==> src/rtl/rtc_pkg.sv <==
// Shared widths, limits and types for the calendar-timer alarm scheduler.
package rtc_pkg;

    localparam int HRS_W = 5;
    localparam int MIN_W = 6;
    localparam int SEC_W = 6;

    localparam logic [HRS_W-1:0] HRS_MAX = 5'd23;
    localparam logic [MIN_W-1:0] MIN_MAX = 6'd59;
    localparam logic [SEC_W-1:0] SEC_MAX = 6'd59;

    typedef struct packed {
        logic             en;
        logic [HRS_W-1:0] hrs;
        logic [MIN_W-1:0] min;
        logic [SEC_W-1:0] sec;
    } alarm_t;

    typedef struct packed {
        logic [HRS_W-1:0] hrs;
        logic [MIN_W-1:0] min;
        logic [SEC_W-1:0] sec;
    } tod_t;

    typedef enum logic {
        IDLE = 1'b0,
        SCAN = 1'b1
    } sched_state_t;

    // Slots holding out-of-range values are kept as written but must never fire.
    function automatic logic tod_in_range(input logic [HRS_W-1:0] hrs,
                                          input logic [MIN_W-1:0] min,
                                          input logic [SEC_W-1:0] sec);
        return (hrs <= HRS_MAX) && (min <= MIN_MAX) && (sec <= SEC_MAX);
    endfunction

endpackage

==> src/rtl/rtc_rr_arbiter.sv <==
// Combinational round-robin pick: first set request at or after i_ptr, wrapping.
module rtc_rr_arbiter #(
    parameter  int N   = 4,
    localparam int IDW = $clog2(N)
) (
    input  logic [N-1:0]   i_req,
    input  logic [IDW-1:0] i_ptr,
    output logic [IDW-1:0] o_grant,
    output logic           o_any
);

    // NOTE: every always_comb output gets a default first so no path can infer a latch.
    always_comb begin
        o_grant = '0;
        o_any   = 1'b0;
        // Walk from the farthest candidate back toward i_ptr so the nearest request wins.
        for (int k = N - 1; k >= 0; k--) begin
            if (i_req[(int'(i_ptr) + k) % N]) begin
                o_grant = IDW'((int'(i_ptr) + k) % N);
                o_any   = 1'b1;
            end
        end
    end

endmodule

==> src/rtl/rtc_alarm_scheduler.sv <==
// Alarm scheduler: scans NUM_ALARMS time-of-day slots once per time sample and
// dispatches latched matches round-robin on a valid/ready event port.
module rtc_alarm_scheduler
    import rtc_pkg::*;
#(
    parameter  int NUM_ALARMS = 4,
    localparam int IDW        = $clog2(NUM_ALARMS)
) (
    input  logic                  clk,
    input  logic                  rst,
    input  logic                  i_cfg_valid,
    output logic                  o_cfg_ready,
    input  logic [IDW-1:0]        i_cfg_id,
    input  logic                  i_cfg_en,
    input  logic [HRS_W-1:0]      i_cfg_hrs,
    input  logic [MIN_W-1:0]      i_cfg_min,
    input  logic [SEC_W-1:0]      i_cfg_sec,
    input  logic                  i_time_valid,
    input  logic [HRS_W-1:0]      i_cur_hrs,
    input  logic [MIN_W-1:0]      i_cur_min,
    input  logic [SEC_W-1:0]      i_cur_sec,
    output logic                  o_evt_valid,
    output logic [IDW-1:0]        o_evt_id,
    input  logic                  i_evt_ready,
    output logic [NUM_ALARMS-1:0] o_pending,
    output logic                  o_miss,
    output logic                  o_scan_ovr
);

    localparam logic [IDW-1:0] LAST_ID = IDW'(NUM_ALARMS - 1);

    sched_state_t          r_state, w_state_nxt;
    alarm_t                r_slots [NUM_ALARMS];
    tod_t                  r_snap;
    logic [IDW-1:0]        r_idx, r_evt_id, r_rr_ptr;
    logic [NUM_ALARMS-1:0] r_pending;
    logic                  r_evt_valid, r_miss, r_scan_ovr;

    logic                  w_scan_start, w_cfg_wr, w_hs, w_match, w_miss, w_any;
    logic [IDW-1:0]        w_grant;
    logic [NUM_ALARMS-1:0] w_set, w_clr, w_cfg_clr;
    alarm_t                w_slot;

    always_comb begin
        w_state_nxt  = r_state;
        o_cfg_ready  = 1'b0;
        w_scan_start = 1'b0;
        case (r_state)
            IDLE: begin
                o_cfg_ready  = 1'b1;
                w_scan_start = i_time_valid;
                if (i_time_valid) w_state_nxt = SCAN;
            end
            SCAN:    if (r_idx == LAST_ID) w_state_nxt = IDLE;
            default: w_state_nxt = IDLE;
        endcase
    end

    always_comb begin
        w_slot    = r_slots[r_idx];
        w_match   = (r_state == SCAN) && w_slot.en
                  && tod_in_range(w_slot.hrs, w_slot.min, w_slot.sec)
                  && ({w_slot.hrs, w_slot.min, w_slot.sec} == r_snap);
        w_hs      = r_evt_valid && i_evt_ready;
        w_cfg_wr  = i_cfg_valid && o_cfg_ready;
        w_cfg_clr = '0;
        w_set     = '0;
        // Disabling the slot currently on the event port must not cancel that event.
        if (w_cfg_wr && !i_cfg_en && !(r_evt_valid && r_evt_id == i_cfg_id))
            w_cfg_clr[i_cfg_id] = 1'b1;
        w_clr = w_cfg_clr;
        if (w_hs)    w_clr[r_evt_id] = 1'b1;
        if (w_match) w_set[r_idx]    = 1'b1;
        w_miss = w_match && r_pending[r_idx] && !w_clr[r_idx];
    end

    rtc_rr_arbiter #(.N(NUM_ALARMS)) u_arb (
        .i_req   (r_pending & ~w_cfg_clr),
        .i_ptr   (r_rr_ptr),
        .o_grant (w_grant),
        .o_any   (w_any)
    );

    // NOTE: sequential state uses non-blocking assignments only, so every flop
    // samples pre-edge values regardless of statement order.
    always_ff @(posedge clk or posedge rst) begin
        if (rst) r_state <= IDLE;
        else     r_state <= w_state_nxt;
    end

    // NOTE: the slot table is reset rather than left uninitialised so a stale
    // enable can never fire after rst.
    always_ff @(posedge clk or posedge rst) begin
        if (rst) begin
            for (int i = 0; i < NUM_ALARMS; i++) r_slots[i] <= '0;
            r_snap      <= '0;
            r_idx       <= '0;
            r_pending   <= '0;
            r_evt_valid <= 1'b0;
            r_evt_id    <= '0;
            r_rr_ptr    <= '0;
            r_miss      <= 1'b0;
            r_scan_ovr  <= 1'b0;
        end else begin
            if (w_cfg_wr)
                r_slots[i_cfg_id] <= '{en: i_cfg_en, hrs: i_cfg_hrs, min: i_cfg_min, sec: i_cfg_sec};
            if (w_scan_start) begin
                r_snap <= '{hrs: i_cur_hrs, min: i_cur_min, sec: i_cur_sec};
                r_idx  <= '0;
            end else if (r_state == SCAN && r_idx != LAST_ID) begin
                r_idx <= r_idx + 1'b1;
            end
            r_pending  <= (r_pending & ~w_clr) | w_set;
            r_miss     <= w_miss;
            r_scan_ovr <= (r_state == SCAN) && i_time_valid;
            if (!r_evt_valid && w_any) begin
                r_evt_valid <= 1'b1;
                r_evt_id    <= w_grant;
            end else if (w_hs) begin
                r_evt_valid <= 1'b0;
                r_rr_ptr    <= (r_evt_id == LAST_ID) ? '0 : r_evt_id + 1'b1;
            end
        end
    end

    assign o_evt_valid = r_evt_valid;
    assign o_evt_id    = r_evt_id;
    assign o_pending   = r_pending;
    assign o_miss      = r_miss;
    assign o_scan_ovr  = r_scan_ovr;

endmodule

==> config.mk <==
export PLATFORM = sky130hd
export DESIGN_NAME = rtc_alarm_scheduler
export DESIGN_NICKNAME = d
export VERILOG_FILES = /design/src/rtl/rtc_pkg.sv /design/src/rtl/rtc_rr_arbiter.sv /design/src/rtl/rtc_alarm_scheduler.sv
export SDC_FILE = /design/constraint.sdc
export NUM_CORES = 1
export LEC_CHECK = 0
export ABC_AREA = 1
export CAP_MARGIN = 10
export CORE_MARGIN = 2
export CORE_UTILIZATION = 25
export DETAILED_ROUTE_END_ITERATION = 8
export PLACE_DENSITY = 0.49
export SLEW_MARGIN = 20
export SYNTH_ARGS = -nofsm -noshare
export SYNTH_HDL_FRONTEND = slang
export SYNTH_SLANG_ARGS = --single-unit
==> constraint.sdc <==
create_clock -name clk -period 3.2 [get_ports clk]
set_clock_uncertainty 0.2 [all_clocks]
set_input_delay 0.48 -clock clk [delete_from_list [all_inputs] [get_ports clk]]
set_output_delay 0.48 -clock clk [all_outputs]
set_load 0.005 [all_outputs]
# == After elaboration in Yosys (flattened, before gate mapping) ==
# Index checks and enable logic that the tools add are counted.
# word_totals
wordCells,143
regBits,103
in_bits,42
# op_classes
n_eq_ne,5
add_sub_neg,5
bitwise,13
reduce_logical,29
mux,48
n_lt_le_gt_ge,16
# op_table
operator,n
$bwmux W72,1
$mux W18,3
$bmux W18 S2,1
$demux W18 S2,1
$mux W1,22
$logic_and A1 B1 Y1,19
$eq A17 B17 Y1,1
$mux W2,7
$bmux W1 S2,6
$le A6 B6 Y1 const B,2
$lt A2 B3 Y1 const B,4
$lt A3 B4 Y1 const B,3
$mux W4,3
$and A4 B4 Y4,2
$not A4 Y4,2
$or A4 B4 Y4,2
$add A2 B1 Y2 const B,3
$demux W1 S2,3
$ge A2 B1 Y1 const B,3
$ge A3 B3 Y1 const B,2
$not A2 Y3,2
$reduce_or A2 Y1,3
$le A5 B5 Y1 const B,1
$add A2 B2 Y2 const B,2
10 further kinds,18

# == Longest topological paths before layout ==
# logic_depth
word_depth,17
mapped_depth,14
mapped_depth_nobuf,14

# == By module ==
# From an unflattened synthesis, not the netlist that was laid out.
# hier_totals
cells_unflattened,698
hier_area_um2,5261.3
# modules_own_cells
mod,n_inst,area_each_um2,cells_each
rtc_alarm_scheduler,1,5046.1,654
rtc_rr_arbiter,1,215.2,44

# == Least setup slack after synthesis ==
# No wires, ideal clock.
# synth_path
path_type,reg2reg
from,reg r_idx[0]
to,reg r_pending[2] (netlist: o_pending[2])
path_slack_ns,1.353
period_less_slack_ns,1.847
path_buffers,2
stages_incl_launch_ff,13
t_arrival_ns,1.569
cell_sequence,dfrtp_1 buf_6 buf_4 nand2_1 nand3_1 nand2_1 xor2_1 nand3_1 nor2_1 nand2_1 nor2_1 nand2_1 o21bai_1
# synth_between
elab_chain_cells,11
word_cells_on_any_way,20
# synth_rtl
element,line_no,text
start: declaration,rtc_alarm_scheduler.sv:35,"logic [IDW-1:0] r_idx, r_evt_id, r_rr_ptr;"
start signal: assignment,rtc_alarm_scheduler.sv:111,r_idx <= r_idx + 1'b1;
$not A2 Y3 (implied by the code),rtc_alarm_scheduler.sv:60,w_slot = r_slots[r_idx];
$bmux W18 S2,rtc_alarm_scheduler.sv:60,
$mux W18 (implied by the code) (2 in a row),rtc_alarm_scheduler.sv:60,
$le A6 B6 Y1 or $le A5 B5 Y1 (tied branches),rtc_pkg.sv:34,return (hrs <= HRS_MAX) && (min <= MIN_MAX) && (sec <= SEC_MAX);
$logic_and A1 B1 Y1 (2 in a row),rtc_pkg.sv:34,
$logic_and A1 B1 Y1,rtc_alarm_scheduler.sv:62,"&& tod_in_range(w_slot.hrs, w_slot.min, w_slot.sec)"
$logic_and A1 B1 Y1,rtc_alarm_scheduler.sv:63,"&& ({w_slot.hrs, w_slot.min, w_slot.sec} == r_snap);"
$mux W4 (*),rtc_alarm_scheduler.sv:73,if (w_match) w_set[r_idx] = 1'b1;
$or A4 B4 Y4 (*),rtc_alarm_scheduler.sv:113,r_pending <= (r_pending & ~w_clr) | w_set;
end signal: assignment,rtc_alarm_scheduler.sv:113,
end: declaration,rtc_alarm_scheduler.sv:36,logic [NUM_ALARMS-1:0] r_pending;
# Mark *: on every way between the ends. The rest lies on a longest branch, timed or not. The select of a mux whose other input is x is not followed.
# A chain may end at the register's enable or synchronous reset.

# == Worst setup path in the final report ==
# layout_path
from,reg r_idx[1]
to,reg r_pending[2] (netlist: o_pending[2])
# The elaborated chain is that of the path after synthesis.

==> out/summary.txt <==
Run status = complete, no violations
GP Congestion = 0.8283
Die Wd = 148.6 um
Setup crit start kind = flop
Total number of vias = 4164
Initial antenna violation count = 0
Routed len/inst = 13.90 um
EDFF count, synth = 0
Post-detail-place hpwl = 9.231 mm
Sequential-to-total area share from yosys stat = 49.28%
Tcrit/Tclk final = 74.78%
DRC errors left = 0
Share of layout cells above drive strength 1 = 10.17%
Ant. Diodes = 0
Top-area cell type share of the netlist area = 49.28%
Met3 WL post-DR = 421 um
Net count after synthesis = 696
Final ANT Viol Nets = 0
Total GRT Usage = 13.21%
Metal1 wirelength = 7.025 mm
Most used flip-flop cell after synthesis = dfrtp_1
HP Class = reg2reg
Post-CTS resize count = 0
H-tree levels = 3
Worst-Skew Late Latency = 0.36 ns
Die area = 0.02209 mm^2
Synthesized area = 0.005230 mm^2
Final Non-Filler Cells = 968
F_max = 417.9 MHz
Final hold vios = 0
Worst slew pin tran = 0.6393 ns
Cell taking the most area after synthesis = dfrtp_1
Bufs on Longest Clock Path = 2
Worst IR Drop VDD = 0.3796 mV
Sum Neg Setup Slack = 0 ns
Power Total = 6026 uW
Via density = 4.302
Dpl cells = 952
Largest net degree at the start of global routing = 58
Top layer in use = met4
Total Wirelength = 13.46 mm
CP arrival = 2.47 ns
Leak = 0.002950 uW
Clk slew on worst S/H paths = 0.07 ns
GR Overflow Total = 0
Async SR Flop Fraction = 100.0%
Syn Area/Cell = 8.096 um^2
WL met2 = 5.850 mm
PnR worst setup slack = 0.8070 ns
Final worst path period need = 2.393 ns
Slew Limit Fails = 0
CTS tree = built
Clk sinks = 103
Initial Util = 25.68%
YS warnings = 0
Synthesized flop and latch total = 103
# fillers = 2234
Main area contributors after synthesis = dfrtp_1, nand2_1, o21ai_0, nand3_1, inv_1
Hold WS = 0.2850 ns
Yosys cell types = 37
# rows = 52
Core area = 0.02036 mm^2
Worst Setup End Kind = flop
P per Cell Area = 952.9 mW/mm^2
Area Growth Syn to Fin = 20.91%
Commonest non-fill, non-tap cell in the layout = nand2_1
Max-cap violations = 0
CTS Hold Buffers Added = 0
First-pass GRT wire length = 22.74 mm
RSZ-0062 raised after global routing = no
Worst slack, placed = 0.6416 ns
TritonRoute pass-1 iters = 4
Critical Path Fanout Max = 13
Number of I/O pins = 52
Storage cell area = 0.002577 mm^2
Setup Viol. Count Final = 0
Synthesized instance count = 646
Initial DRC count = 282
Num CTS Buffers = 9
Vias in the first global route = 4255
Max transition margin = 57.29%
Most frequent cells in the layout = nand2_1, dfrtp_1, o21ai_0, nand3_1, clkdlybuf4s50_1
Worst Path Class, Setup = reg2reg
Die height = 148.6 um
Setup Buffers After CTS = 0
Port bufs = 51
Clock root cell = clkbuf_16
Required time of the critical path = 3.28 ns
Multi-input logic area = 0.002313 mm^2
Nets = 743
-- layer usage --
| metal | vias up | global-route usage, % |
|---|---|---|
| met5 | - | 0 |
| met4 | 0 | 4.143 |
| met3 | 9 | 2.669 |
| met2 | 43 | 19.98 |
| met1 | 1940 | 19.01 |
| li1 | 2172 | - |
-- critical path, cell delays in order (launching register included) --
cell	delay [ns]
dfrtp_1	0.38
inv_1	0.42
nand3_1	0.13
nand2_1	0.17
xor2_1	0.28
nand3_1	0.11
nor2_1	0.11
nand2_1	0.06
nor2_1	0.21
nand2_1	0.12
o21bai_1	0.13
-- final timing paths --
path	depth (start not counted)	start	slack, ns	end
worst max-delay path	10	r_idx[1]	0.81	o_pending[2]
min in group asynchronous	2	rst	0.36	r_slots[33]
worst min-delay path	2	r_slots[30]	0.29	r_slots[30]
worst max register to register	10	r_idx[1]	0.81	o_pending[2]
max in group asynchronous	3	rst	1.75	r_snap[10]
worst min register to register	2	r_slots[30]	0.29	r_slots[30]
-- cells in the mapped netlist (6+ instances only) --
| master | n |
|---|---|
| xor2_1 | 6 |
| o21ai_0 | 75 |
| dfrtp_1 | 103 |
| nand2_1 | 213 |
| nor2_1 | 34 |
| nand3_1 | 58 |
| inv_1 | 41 |
| mux2_2 | 13 |
| buf_2 | 8 |
| ha_1 | 8 |
| clkbuf_1 | 11 |
| a21oi_1 | 13 |
| nand2_2 | 8 |
-- state kept, by name (all words and copies together), names as in the netlist --
name / flops
r_slots: 72
r_snap: 17
o_pending: 4
o_evt_id: 2
r_idx: 2
r_rr_ptr: 2
o_evt_valid: 1
o_miss: 1
o_scan_ovr: 1
r_state: 1
-- report_power, final --
part	internal (uW)	total, uW	switching, uW
clock network	561	1090	531
logic	1050	2640	1590
registers	1900	2300	397
-- per-stage QoR --
stage | cell area (um^2) | utilization, %
2_1_floorplan | 5234 | -
3_3_place_gp | 6036 | 29.64
3_5_place_dp | 6036 | 29.64
4_1_cts | 6324 | 31.05
5_1_grt | 6324 | 31.05
6_report | 6324 | 31.05
-- area by class of cell --
class                   instances  area share [%]
clock buffers                  10           3.779
clock inverters                 6          0.7717
inverters                      48           2.948
multi-input cells             467           36.58
flip-flops and latches        103           40.76
well taps                     270           5.342
repair buffers                 64           9.814
-- kinds of logic (layout without fill, tap and decap cells) --
| kind of cell | count (synthesis) | count (layout) | synth area share, % |
|---|---|---|---|
| AOI/OAI and AO/OA | 99 | 99 | 9.952 |
| xor gates and xnor gates | 11 | 11 | 1.986 |
| DFF | 103 | 103 | 49.28 |
| and+or+nand+nor | 336 | 336 | 27.58 |
| buffers and inverters | 76 | 128 | 6.483 |
| muxes | 13 | 13 | 2.799 |
| adders and majority gates | 8 | 8 | 1.914 |
Power figures use the tool's default switching activity.
